### config.mk
export PLATFORM = sky130hd
export DESIGN_NAME = rom_burst_reader
export DESIGN_NICKNAME = d
export VERILOG_FILES = /design/src/rtl/rom_pkg.sv /design/src/rtl/rom_burst_reader.sv
export SDC_FILE = /design/constraint.sdc
export NUM_CORES = 1
export LEC_CHECK = 0
export BUFFER_PORTS_ARGS = -buffer_cell sky130_fd_sc_hd__buf_2
export CAP_MARGIN = 20
export CORE_MARGIN = 8
export CORE_UTILIZATION = 52
export CTS_CLUSTER_DIAMETER = 200
export DETAILED_ROUTE_END_ITERATION = 12
export GPL_TIMING_DRIVEN = 0
export PLACE_DENSITY = 0.79
export SYNTH_ARGS = -nofsm -noshare
export SYNTH_HDL_FRONTEND = slang
export SYNTH_SLANG_ARGS = --single-unit
export TNS_END_PERCENT = 30
### constraint.sdc
create_clock -name clk -period 2.7 [get_ports clk]
set_input_delay 0.27 -clock clk [delete_from_list [all_inputs] [get_ports clk]]
set_output_delay 0.27 -clock clk [all_outputs]
set_load 0.03 [all_outputs]
### src/rtl/rom_pkg.sv
// Shared constants and FSM encoding for the ROM burst reader.
package rom_pkg;

  localparam int unsigned ADDR_W    = 5;
  localparam int unsigned DATA_W    = 8;
  localparam int unsigned ROM_DEPTH = 1 << ADDR_W;

  typedef enum logic [2:0] {
    IDLE  = 3'd0,
    ISSUE = 3'd1,
    CAPT  = 3'd2,
    OUT   = 3'd3,
    DONE  = 3'd4
  } rd_state_t;

endpackage

### src/rtl/rom_burst_reader.sv
// Burst read initiator for a registered-output ROM: issues addresses, captures
// each returned word and presents it on a valid/ready stream with a checksum.
module rom_burst_reader
  import rom_pkg::*;
#(
  parameter int unsigned ADDR  = ADDR_W,
  parameter int unsigned WIDTH = DATA_W
) (
  input  logic             clk,
  input  logic             rst,
  input  logic             start,
  input  logic [ADDR-1:0]  base_addr,
  input  logic [ADDR:0]    len,
  output logic             busy,
  output logic             done,
  output logic             rom_rd,
  output logic [ADDR-1:0]  rom_addr,
  input  logic [WIDTH-1:0] rom_data,
  output logic             m_valid,
  output logic [WIDTH-1:0] m_data,
  input  logic             m_ready,
  output logic [WIDTH-1:0] checksum
);

  localparam int unsigned CW = ADDR + 1;

  rd_state_t       state;
  rd_state_t       state_n;
  logic [ADDR-1:0] addr_q;
  logic [CW-1:0]   cnt_q;
  logic            accept_c;
  logic            hs_c;

  assign rom_addr = addr_q;

  // Next-state decode; accept_c/hs_c mark start acceptance and stream handshake.
  always_comb begin
    state_n  = state;
    accept_c = 1'b0;
    hs_c     = 1'b0;
    case (state)
      IDLE: begin
        if (start) begin
          accept_c = 1'b1;
          state_n  = (len != '0) ? ISSUE : DONE;
        end
      end
      ISSUE: state_n = CAPT;
      CAPT:  state_n = OUT;
      OUT: begin
        if (m_ready) begin
          hs_c    = 1'b1;
          state_n = (cnt_q == CW'(1)) ? DONE : ISSUE;
        end
      end
      DONE:    state_n = IDLE;
      default: state_n = IDLE;
    endcase
  end

  always_ff @(posedge clk) begin
    if (rst) begin
      state <= IDLE;
    end else begin
      state <= state_n;
    end
  end

  // Control outputs are registered from the next state so they align with it.
  always_ff @(posedge clk) begin
    if (rst) begin
      busy    <= 1'b0;
      done    <= 1'b0;
      rom_rd  <= 1'b0;
      m_valid <= 1'b0;
    end else begin
      busy    <= (state_n != IDLE);
      done    <= (state_n == DONE);
      rom_rd  <= (state_n == ISSUE) || (state_n == CAPT);
      m_valid <= (state_n == OUT);
    end
  end

  always_ff @(posedge clk) begin
    if (rst) begin
      addr_q   <= '0;
      cnt_q    <= '0;
      m_data   <= '0;
      checksum <= '0;
    end else begin
      if (accept_c) begin
        checksum <= '0;
        if (len != '0) begin
          addr_q <= base_addr;
          cnt_q  <= len;
        end
      end
      if (state == CAPT) begin
        m_data <= rom_data;
      end
      if (hs_c) begin
        checksum <= checksum + m_data;
        addr_q   <= addr_q + ADDR'(1);
        cnt_q    <= cnt_q - CW'(1);
      end
    end
  end

endmodule

==> summary.md <==
| Metric | Value |
|---|---|
| Adder-Cell Fraction of Synth Area | 0.0799 |
| Clock sink count | 34 |
| Share of cells above drive strength 1 | 0.260 |
| Io pins | 48 |
| Setup violators final | 0 |
| Largest family of logic cells by synthesized area | simple AND/OR/NAND/NOR gates |
| Worst vdd ir | 0.488 mV |
| Main flop type after synthesis | dfxtp_1 |
| CTS clock-pin slew for the worst setup and hold paths | 120 ps |
| Clk buf depth | 2 |
| Row count | 21 |
| Initial antenna violation count | 0 |
| Max Cap Viol | 0 |
| Core Util, Final | 0.655 |
| Flops & latches, synth | 34 |
| Drt pass-1 iters | 4 |
| Power per Cell Area | 540 nW/um^2 |
| DR DRC count | 0 |
| Clock power frac | 0.322 |
| CP Class | reg2reg |
| Worst setup path startpoint | checksum[1] |
| Syn Inst Count | approximately 200 |
| P_sw | 361 uW |
| Postcts setup bufs | 0 |
| Measured slew at the worst slew-check pin | 504 ps |
| Switching part of the total | 0.305 |
| Total GRT Usage | 0.163 |
| Compound-gate portion of the synthesized area | 0.202 |
| Final Slew Violations | 0 |
| Total wire length | around 4.3 mm |
| Seq/Total Area, Yosys | 0.375 |
| Total design power | 1.18 mW |
| Final WS setup | 603 ps |
| Highest clock rate | between 400 and 500 MHz |
| CP max FO | 4 |
| Vias in the first global route | 1630 |
| Fill count | approximately 290 |
| Area growth from synthesis to layout | 20.4% |
| Final antenna-violating net count | 0 |
| Simple-Gate Fraction of Synth Area | 0.240 |
| Unrepaired setup endpoints after global routing | no |
| H-tree depth | 2 |
| Gpl congestion | about 0.87 |
| Register share of total power | 0.473 |
| Post-synth EDFFs | 0 |
| Setup TNS | 0 ps |
| CTS tree | done |
| Num CTS Buffers | 5 |
| Global-route wire length before repair | a little over 7 mm |
| Vias per cell | 5.59 |
| Most common cell after layout, fill and taps aside | buf_2 |
| Arrival time at the worst endpoint | 2340 ps |
| Post-synthesis net count | 238 |
| Status | complete, no violations |
| Class of the worst hold path | in2reg |
| Placed wire-length estimate | approximately 3.3 mm |
| Async set or reset register ratio after synthesis | 0 |
| Leak | 0.968 nW |
| Post-Synth XOR/XNOR Area | 0.0145 |
| Width of the die | 75.1 um |
| Final hold vios | 0 |
| Synthesized area per cell | 8.91 um^2 |
| Crit. End Element | flop |
| Cell area after layout | 2190 um^2 |
| CTS root buf | clkbuf_4 |
| N_diodes | 0 |
| Worst Path Required | 2940 ps |
| Die ar. | 5640 um^2 |
| Mapped Area | around 1800 um^2 |
| Initial Util | 0.544 |
| DRT iter0 DRCs | 95 |
| CTS Hold Bufs | 0 |
| Most frequent cells in the layout | buf_2 (48), dfxtp_1 (34), nor2_1 (31), a21oi_1 (16), nand2_1 (13) |
| Largest net degree at the start of global routing | 13 |
| Final worst-path cycle share | 0.777 |
| Post-synth cell types | 51 |
| GRT overflow | 0 |
| Comb power frac | 0.205 |
| Via count | 1700 |
| Multiplexer share of the synthesized area | 0.0503 |
| Core Box Area | ~3300 um^2 |
| Routed len/inst | 14.1 um |
| Area after DPL | 2100 um^2 |
| CTS-repair resized insts | 0 |
| Hold_sp | rom_data[1] |
| Post-Place Worst Slack | about 600 ps |
| Internal Power | between 800 and 900 uW |
| Critical path launch point type | flop |
| Relative slew margins | 0.663 |
| Die height | 75.1 um |
| Ys Warns | 0 |
| Clock latency at the later pin of the worst-skew pair | 360 ps |
| Minimum clock period | ~2100 ps |
| Worst reg2reg path startpoint | checksum[1] |
| Clock Skew | 15.1 ps |
| NumNets Final | 291 |
| PortBufs | 46 |
| Flop-to-flop setup slack | ~600 ps |
power groups by stage:
stage	clock network [mW]	logic [mW]	registers, mW
2_1_floorplan	0	0.139	0.603
3_3_place_gp	0	0.240	0.569
3_5_place_dp	0	0.243	0.569
4_1_cts	0.391	0.244	0.558
5_1_grt	0.419	0.267	0.564
6_report	0.380	0.243	0.558
synth_stat cells (2+ instances only):
library cell,n,area (um^2)
clkbuf_1,5,18.8
or4_1,2,15.0
a21o_1,2,15.0
nor3_1,8,40.0
o21ai_1,5,25.0
ha_1,10,125
nand2_1,13,48.8
a21oi_1,16,80.1
nor2_1,31,116
a221oi_1,2,17.5
nand4b_1,3,26.3
nor3b_1,3,22.5
a211oi_1,5,37.5
a31oi_1,3,18.8
dfxtp_1,34,681
inv_1,4,15.0
nor2b_1,3,18.8
a22oi_1,4,30.0
buf_2,2,10.0
buf_6,2,22.5
mux2i_1,8,80.1
nand3_1,9,45.0
xnor2_1,2,17.5
layer usage:
layer,wire [um],vias to the layer above,global-route usage
met5,0,-,0
met4,90,0,0.0652
met3,366,10,0.0706
met2,1890,56,0.253
met1,1960,773,0.191
li1,-,861,-
critical path, cell delays in order (launching register included):
cell and delay, ps:
dfxtp_1 420, ha_1 270, a211oi_1 330, nor3_1 130, and4_1 210, a211oi_1 260
mux2_1 350
cell families (layout without fill, tap and decap cells):
logic type / Yosys count / in the layout
compound gates: 52 / 52
xor+xnor: 3 / 3
fa+ha+maj: 11 / 11
buf+inv: 14 / 68
flops: 34 / 34
mux: 9 / 9
simple gates: 81 / 81
area by class of cell:
class	instances	area, um^2	share of cell area
tap	46	57.6	0.0263
timing repair buffer	46	230	0.105
buffer	10	55.1	0.0252
sequential	34	681	0.311
clock buffer	5	37.5	0.0172
multi-input combinational	156	1070	0.487
inverter	4	15.0	0.00686
clock inverter	3	45.0	0.0206
stage by stage:
stage / instances / hold slack (ps)
after floorplan: 204 / 362
after global placement: 296 / 485
after detailed placement: 296 / 491
after CTS: 304 / 146
after global routing: 304 / 142
final: 304 / 155
worst paths after layout:
path / cells after the start / end
setup reg to reg: 6 / checksum[7]
hold reg to reg: 2 / cnt_q[4]
hold / removal: 3 / m_data[1]
setup / recovery: 6 / checksum[7]
registers in the layout (all words and copies together) (netlist names):
register and flops:
checksum 8, m_data 8, cnt_q 6, rom_addr 5
state 3, busy 1, done 1, m_valid 1
rom_rd 1
Note: power is estimated with default switching activity, not from simulation.
